`src/rtl/cpu_pkg.sv`:
```
// ============================================================================
// Module   : cpu_pkg
// Brief    : Shared encodings for the store path: store sizes, FSM states and
//            error causes.
// Revision : 1.0 - initial release
// ============================================================================
`default_nettype none

package cpu_pkg;

    localparam logic [1:0] ST_WORD = 2'b00;
    localparam logic [1:0] ST_HALF = 2'b01;
    localparam logic [1:0] ST_BYTE = 2'b10;
    localparam logic [1:0] ST_RSVD = 2'b11;

    typedef enum logic [1:0] {
        S_IDLE = 2'd0,
        S_REQ  = 2'd1,
        S_DONE = 2'd2,
        S_ERR  = 2'd3
    } state_t;

    localparam logic [1:0] CAUSE_NONE     = 2'b00;
    localparam logic [1:0] CAUSE_MISALIGN = 2'b01;
    localparam logic [1:0] CAUSE_TIMEOUT  = 2'b10;

endpackage

`default_nettype wire

```
`src/rtl/store_lane_fmt.sv`:
```
// ============================================================================
// Module   : store_lane_fmt
// Brief    : Combinational narrowing of a register value into lane-replicated
//            write data, byte enables and an alignment fault flag.
// Revision : 1.0 - initial release
// ============================================================================
`default_nettype none

module store_lane_fmt
    import cpu_pkg::*;
#(
    parameter int BIG_ENDIAN = 0
) (
    input  logic [1:0]  StSel,
    input  logic [1:0]  addr_lo,
    input  logic [31:0] wdata,
    output logic [31:0] wdata_fmt,
    output logic [3:0]  be,
    output logic        fault
);

    logic [1:0] lane;
    logic       half;

    always_comb begin
        lane      = (BIG_ENDIAN != 0) ? (2'd3 - addr_lo) : addr_lo;
        half      = addr_lo[1] ^ (BIG_ENDIAN != 0);
        wdata_fmt = wdata;
        be        = 4'b1111;
        fault     = 1'b0;
        case (StSel)
            ST_WORD: fault = (addr_lo != 2'b00);
            ST_HALF: begin
                wdata_fmt = {2{wdata[15:0]}};
                be        = half ? 4'b1100 : 4'b0011;
                fault     = addr_lo[0];
            end
            ST_BYTE: begin
                wdata_fmt = {4{wdata[7:0]}};
                be        = 4'b0001 << lane;
            end
            default: fault = 1'b1;
        endcase
    end

endmodule

`default_nettype wire

```
`src/rtl/store_narrow_unit.sv`:
```
// ============================================================================
// Module   : store_narrow_unit
// Brief    : Multicycle store formatter with req/ack memory handshake,
//            misalignment detection and ack timeout.
// Revision : 1.0 - initial release
// ============================================================================
`default_nettype none

module store_narrow_unit
    import cpu_pkg::*;
#(
    parameter int ACK_TIMEOUT = 15,
    parameter int BIG_ENDIAN  = 0
) (
    input  logic        CLK,
    input  logic        RST,
    input  logic        start,
    input  logic [1:0]  StSel,
    input  logic [31:0] addr,
    input  logic [31:0] wdata,
    output logic        busy,
    output logic        done,
    output logic        misalign,
    output logic        timeout,
    output logic        mem_req,
    output logic [31:0] mem_addr,
    output logic [31:0] mem_wdata,
    output logic [3:0]  mem_be,
    input  logic        mem_ack
);

    state_t      state_q;
    logic [7:0]  cnt_q;
    logic        busy_q;
    logic        done_q;
    logic [1:0]  err_q;
    logic        mem_req_q;
    logic [31:0] mem_addr_q;
    logic [31:0] mem_wdata_q;
    logic [3:0]  mem_be_q;

    logic [31:0] fmt_wdata;
    logic [3:0]  fmt_be;
    logic        fmt_fault;

    store_lane_fmt #(
        .BIG_ENDIAN (BIG_ENDIAN)
    ) u_fmt (
        .StSel     (StSel),
        .addr_lo   (addr[1:0]),
        .wdata     (wdata),
        .wdata_fmt (fmt_wdata),
        .be        (fmt_be),
        .fault     (fmt_fault)
    );

    // Pulse outputs are set on the transition into DONE/ERR so they are
    // registered Moore outputs of those states.
    always_ff @(posedge CLK or negedge RST) begin
        if (!RST) begin
            state_q     <= S_IDLE;
            cnt_q       <= 8'd0;
            busy_q      <= 1'b0;
            done_q      <= 1'b0;
            err_q       <= CAUSE_NONE;
            mem_req_q   <= 1'b0;
            mem_addr_q  <= 32'd0;
            mem_wdata_q <= 32'd0;
            mem_be_q    <= 4'd0;
        end else begin
            done_q <= 1'b0;
            err_q  <= CAUSE_NONE;
            case (state_q)
                S_IDLE: begin
                    if (start) begin
                        busy_q <= 1'b1;
                        if (fmt_fault) begin
                            state_q <= S_ERR;
                            err_q   <= CAUSE_MISALIGN;
                        end else begin
                            state_q     <= S_REQ;
                            mem_req_q   <= 1'b1;
                            mem_addr_q  <= {addr[31:2], 2'b00};
                            mem_wdata_q <= fmt_wdata;
                            mem_be_q    <= fmt_be;
                            cnt_q       <= 8'd0;
                        end
                    end
                end
                S_REQ: begin
                    if (mem_ack) begin
                        state_q   <= S_DONE;
                        mem_req_q <= 1'b0;
                        done_q    <= 1'b1;
                    end else begin
                        cnt_q <= cnt_q + 8'd1;
                        if ((cnt_q + 8'd1) == 8'(ACK_TIMEOUT)) begin
                            state_q   <= S_ERR;
                            mem_req_q <= 1'b0;
                            err_q     <= CAUSE_TIMEOUT;
                        end
                    end
                end
                default: begin
                    state_q <= S_IDLE;
                    busy_q  <= 1'b0;
                end
            endcase
        end
    end

    assign busy      = busy_q;
    assign done      = done_q;
    assign misalign  = (err_q == CAUSE_MISALIGN);
    assign timeout   = (err_q == CAUSE_TIMEOUT);
    assign mem_req   = mem_req_q;
    assign mem_addr  = mem_addr_q;
    assign mem_wdata = mem_wdata_q;
    assign mem_be    = mem_be_q;

endmodule

`default_nettype wire
```
`config.mk`:
```
export PLATFORM = sky130hd
export DESIGN_NAME = store_narrow_unit
export DESIGN_NICKNAME = d
export VERILOG_FILES = /design/src/rtl/cpu_pkg.sv /design/src/rtl/store_lane_fmt.sv /design/src/rtl/store_narrow_unit.sv
export SDC_FILE = /design/constraint.sdc
export NUM_CORES = 1
export LEC_CHECK = 0
export BUFFER_PORTS_ARGS = -buffer_cell sky130_fd_sc_hd__buf_4
export CAP_MARGIN = 10
export CORE_MARGIN = 8
export CORE_UTILIZATION = 45
export CTS_CLUSTER_DIAMETER = 80
export DETAILED_ROUTE_END_ITERATION = 10
export MAX_ROUTING_LAYER = met4
export PLACE_DENSITY = 0.77
export SYNTH_ARGS = -nofsm -noshare
export SYNTH_HDL_FRONTEND = slang
export SYNTH_SLANG_ARGS = --single-unit
```
`constraint.sdc`:
```
create_clock -name CLK -period 1.4 [get_ports CLK]
set_input_delay 0.28 -clock CLK [delete_from_list [all_inputs] [get_ports CLK]]
set_output_delay 0.28 -clock CLK [all_outputs]
set_load 0.02 [all_outputs]
```
==> flow_metrics.tcl <==
set metrics [dict create \
    numPortBuffers 140 \
    async_flop_share_pct 100 \
    track_usage_pct 18.3 \
    status "finished with violations" \
    clockBufferDepth 2 \
    seq_area_mm2 0.00203 \
    finalHoldViolCount 0 \
    drive_gt1_share_pct 52.1 \
    end_kind "flip-flop" \
    path_cells "nand2b_4 -> nor2_4 -> nand2_8 -> buf_16 -> mux2_4" \
    peakVddDrop_uv 859 \
    crit_arrival_ns 1.70 \
    grt_pass1_wl_um 16400 \
    via_count 3145 \
    hold_path.class "in2reg" \
    grt_overflow 0 \
    htreeDepth 3 \
    antenna_cells 0 \
    start_util_pct 46.6 \
    cts_tree "done" \
    crit_fanout 11 \
    period_share_pct 106 \
    path_clk_slew_ns 0.08 \
    synth-seq-area-share_pct 52.9 \
    powerDensity_mw_per_mm2 2090 \
    drv_slew 0 \
    syn_area_mm2 0.00383 \
    synth-edff-count 0 \
    p_leak_nw 2.88 \
    avgViaCountPerCell 5.16 \
    final_nets 577 \
    clk_latency_ns 0.34 \
    antenna_found_initial 0 \
    syn_inst 330 \
    cp.required_ns 1.63 \
    critical_path.max_stage_delay_ns 0.41 \
    yosysWarnings 0 \
    synthFlopType "dfrtp_1" \
    maxCapViolCount 0 \
    cp_num_buf_inv 1 \
    dr.pass1.iters 5 \
    grt_max_degree 82 \
    drcViolationCount 0 \
    area_delta_synth_final_pct 49.9 \
    setup.worst_path.start_class "flip-flop" \
    detail_route.wl_per_cell_um 18.0 \
    cts.root.buffer_cell "clkbuf_8" \
    coreArea_mm2 0.00822 \
    ios 143 \
    criticalPathCategory "reg2reg" \
    period_needed_ns 1.48 \
    drtIter0Drc 171 \
    die_y_um 108 \
    max_freq_mhz 677 \
    clock_skew_ns 0.00469 \
    rsz0062_at_grt "true" \
    crit_slowest_cell "dfrtp_1" \
    path_delay_family "simple AND/OR/NAND/NOR gates" \
    final_area_mm2 0.00574 \
    violations "setup timing" \
    post-dp-hpwl_um 7680 \
    power_mw 12.0 \
    die_area_mm2 0.0117 \
    die_w_um 108 \
    ant_nets 0 \
    cts_buffers 9 \
    multiInputGateArea_mm2 0.00175 \
    wirelength_um 11000 \
    grt_pass1_vias 3181 \
    placed_area_mm2 0.00519 \
    syn_avg_cell_area_um2 11.6 \
    synth_cell_types 41 \
    synth-seq-cells 81 \
    place_congestion 0.864 \
    finalWorstSetupSlack_ns -0.0778 \
    setup-violations-final 53 \
    clock-sinks 81 \
    nFillCells 618 \
    rows 33 \
]
==> cell usage after synthesis, types with 2 or more instances <==
library cell	number	area share (%)
xor2_1	2	0.46
nand2b_4	2	0.72
nand3b_1	2	0.39
nand2b_1	2	0.33
o21ai_1	3	0.39
dfrtp_1	81	53
mux2_4	37	15
nor2b_1	11	1.8
a21o_1	2	0.39
buf_8	2	0.78
a21oi_1	17	2.2
clkbuf_1	9	0.88
nand2_1	41	4.0
xnor2_1	2	0.46
buf_4	2	0.39
a22oi_1	8	1.6
mux2_2	3	0.88
ha_1	6	2.0
buf_12	3	1.6
nand3_1	4	0.52
o21ai_0	53	6.9
nor2_1	9	0.88
inv_1	6	0.59
buf_2	5	0.65
nand4_1	2	0.33
==> state kept, by name, indices dropped and copies added (netlist names) <==
| register | flops |
|---|---|
| mem_wdata | 32 |
| mem_addr | 30 |
| cnt_q | 8 |
| mem_be | 4 |
| err_q | 2 |
| state_q | 2 |
| busy | 1 |
| done | 1 |
| mem_req | 1 |
==> per-layer routing <==
layer	up-vias	track usage (%)	part of all wire, %
met5	-	-	0
met4	0	3.71	0.50
met3	8	5.18	7.9
met2	120	29.9	50
met1	1536	22.1	41
li1	1481	-	-
==> worst reg2reg max path, delay by kind of cell (launching register included) <==
kind	cells	cell delay, ns
buffers and inverters	1	0.18
DFF	1	0.41
muxes	1	0.31
and+or+nand+nor	3	0.46
==> report_power, final <==
group,leakage [nW],internal [mW],switching (mW)
Combinational,1.77,3.05,2.88
Clock,0.116,1.14,0.823
Sequential,0.994,3.40,0.693
Total,2.88,7.59,4.40
==> final timing paths <==
check | start | endpoint | slack, ns | cells past startpoint
setup / recovery | state_q[0] | mem_addr[12] | -0.08 | 5
hold / removal | addr[28] | mem_addr[28] | 0.16 | 2
setup reg to reg | state_q[0] | mem_addr[12] | -0.08 | 5
hold reg to reg | mem_wdata[24] | mem_wdata[24] | 0.49 | 2
max in group asynchronous | RST | state_q[1] | 0.53 | 3
min in group asynchronous | RST | mem_addr[28] | 0.48 | 3
==> cells in the final DEF, fill, tap and decap left out, types with 2 or more instances in the layout <==
cell       instances
o21ai_1           11
nor2_1             8
clkbuf_8          12
mux2_4            40
nand2b_4           2
ha_4               2
nand2b_1           2
conb_1             2
dfrtp_1           80
bufinv_16          2
nand3_1            3
buf_4            165
o21ai_2            5
nor2_2             2
nand2_1           38
clkbuf_16          5
nand3b_1           2
xnor2_1            2
inv_1              4
ha_1               3
nand2_2            3
nand4_1            2
a22oi_1            8
a21o_1             2
nor2b_1           11
o21ai_0           40
buf_12             5
xor2_1             2
a21oi_1           15
==> logic make-up after synthesis <==
logic type,synth area share (%)
buffers and inverters,4.87
adder cells (fa/ha/maj),1.96
flip-flops,52.9
AND/OR/NAND/NOR,10.6
other,0.0979
AO/OA/AOI/OAI,13.0
XOR/XNOR,0.915
multiplexers,15.6
==> per-stage QoR <==
stage / std cells / hold WS, ns / setup TNS, ns / util (%) / setup slack, ns
2_1_floorplan: 331 / -0.0156 / -2.87 / - / -0.0801
3_3_place_gp: 583 / 0.342 / -15.20 / 63.2 / -0.250
3_5_place_dp: 583 / 0.343 / -17.33 / 63.2 / -0.278
4_1_cts: 601 / 0.155 / -0.188 / 67.0 / -0.0158
5_1_grt: 610 / 0.138 / -5.28 / 69.8 / -0.104
6_report: 610 / 0.160 / -2.96 / 69.8 / -0.0778
==> final cells by class <==
| cell class | count | share of cell area (%) |
|---|---|---|
| sequential | 81 | 35.3 |
| clock buffer | 13 | 2.94 |
| clock inverter | 2 | 1.05 |
| tap | 105 | 2.29 |
| inverter | 6 | 0.763 |
| timing repair buffer | 180 | 27.2 |
| multi-input combinational | 223 | 30.4 |
==> timing repair <==
| action | in CTS | in global routing |
|---|---|---|
| hold buffers | 1 | 0 |
| setup endpoints to repair | 18 | 67 |
| gates resized for setup | 9 | 30 |
| cloned | 1 | 5 |
| pin swaps | 0 | 3 |
| hold endpoints to repair | 81 | 0 |
| setup buffers | 1 | 4 |
Note: power is estimated with default switching activity, not from simulation.
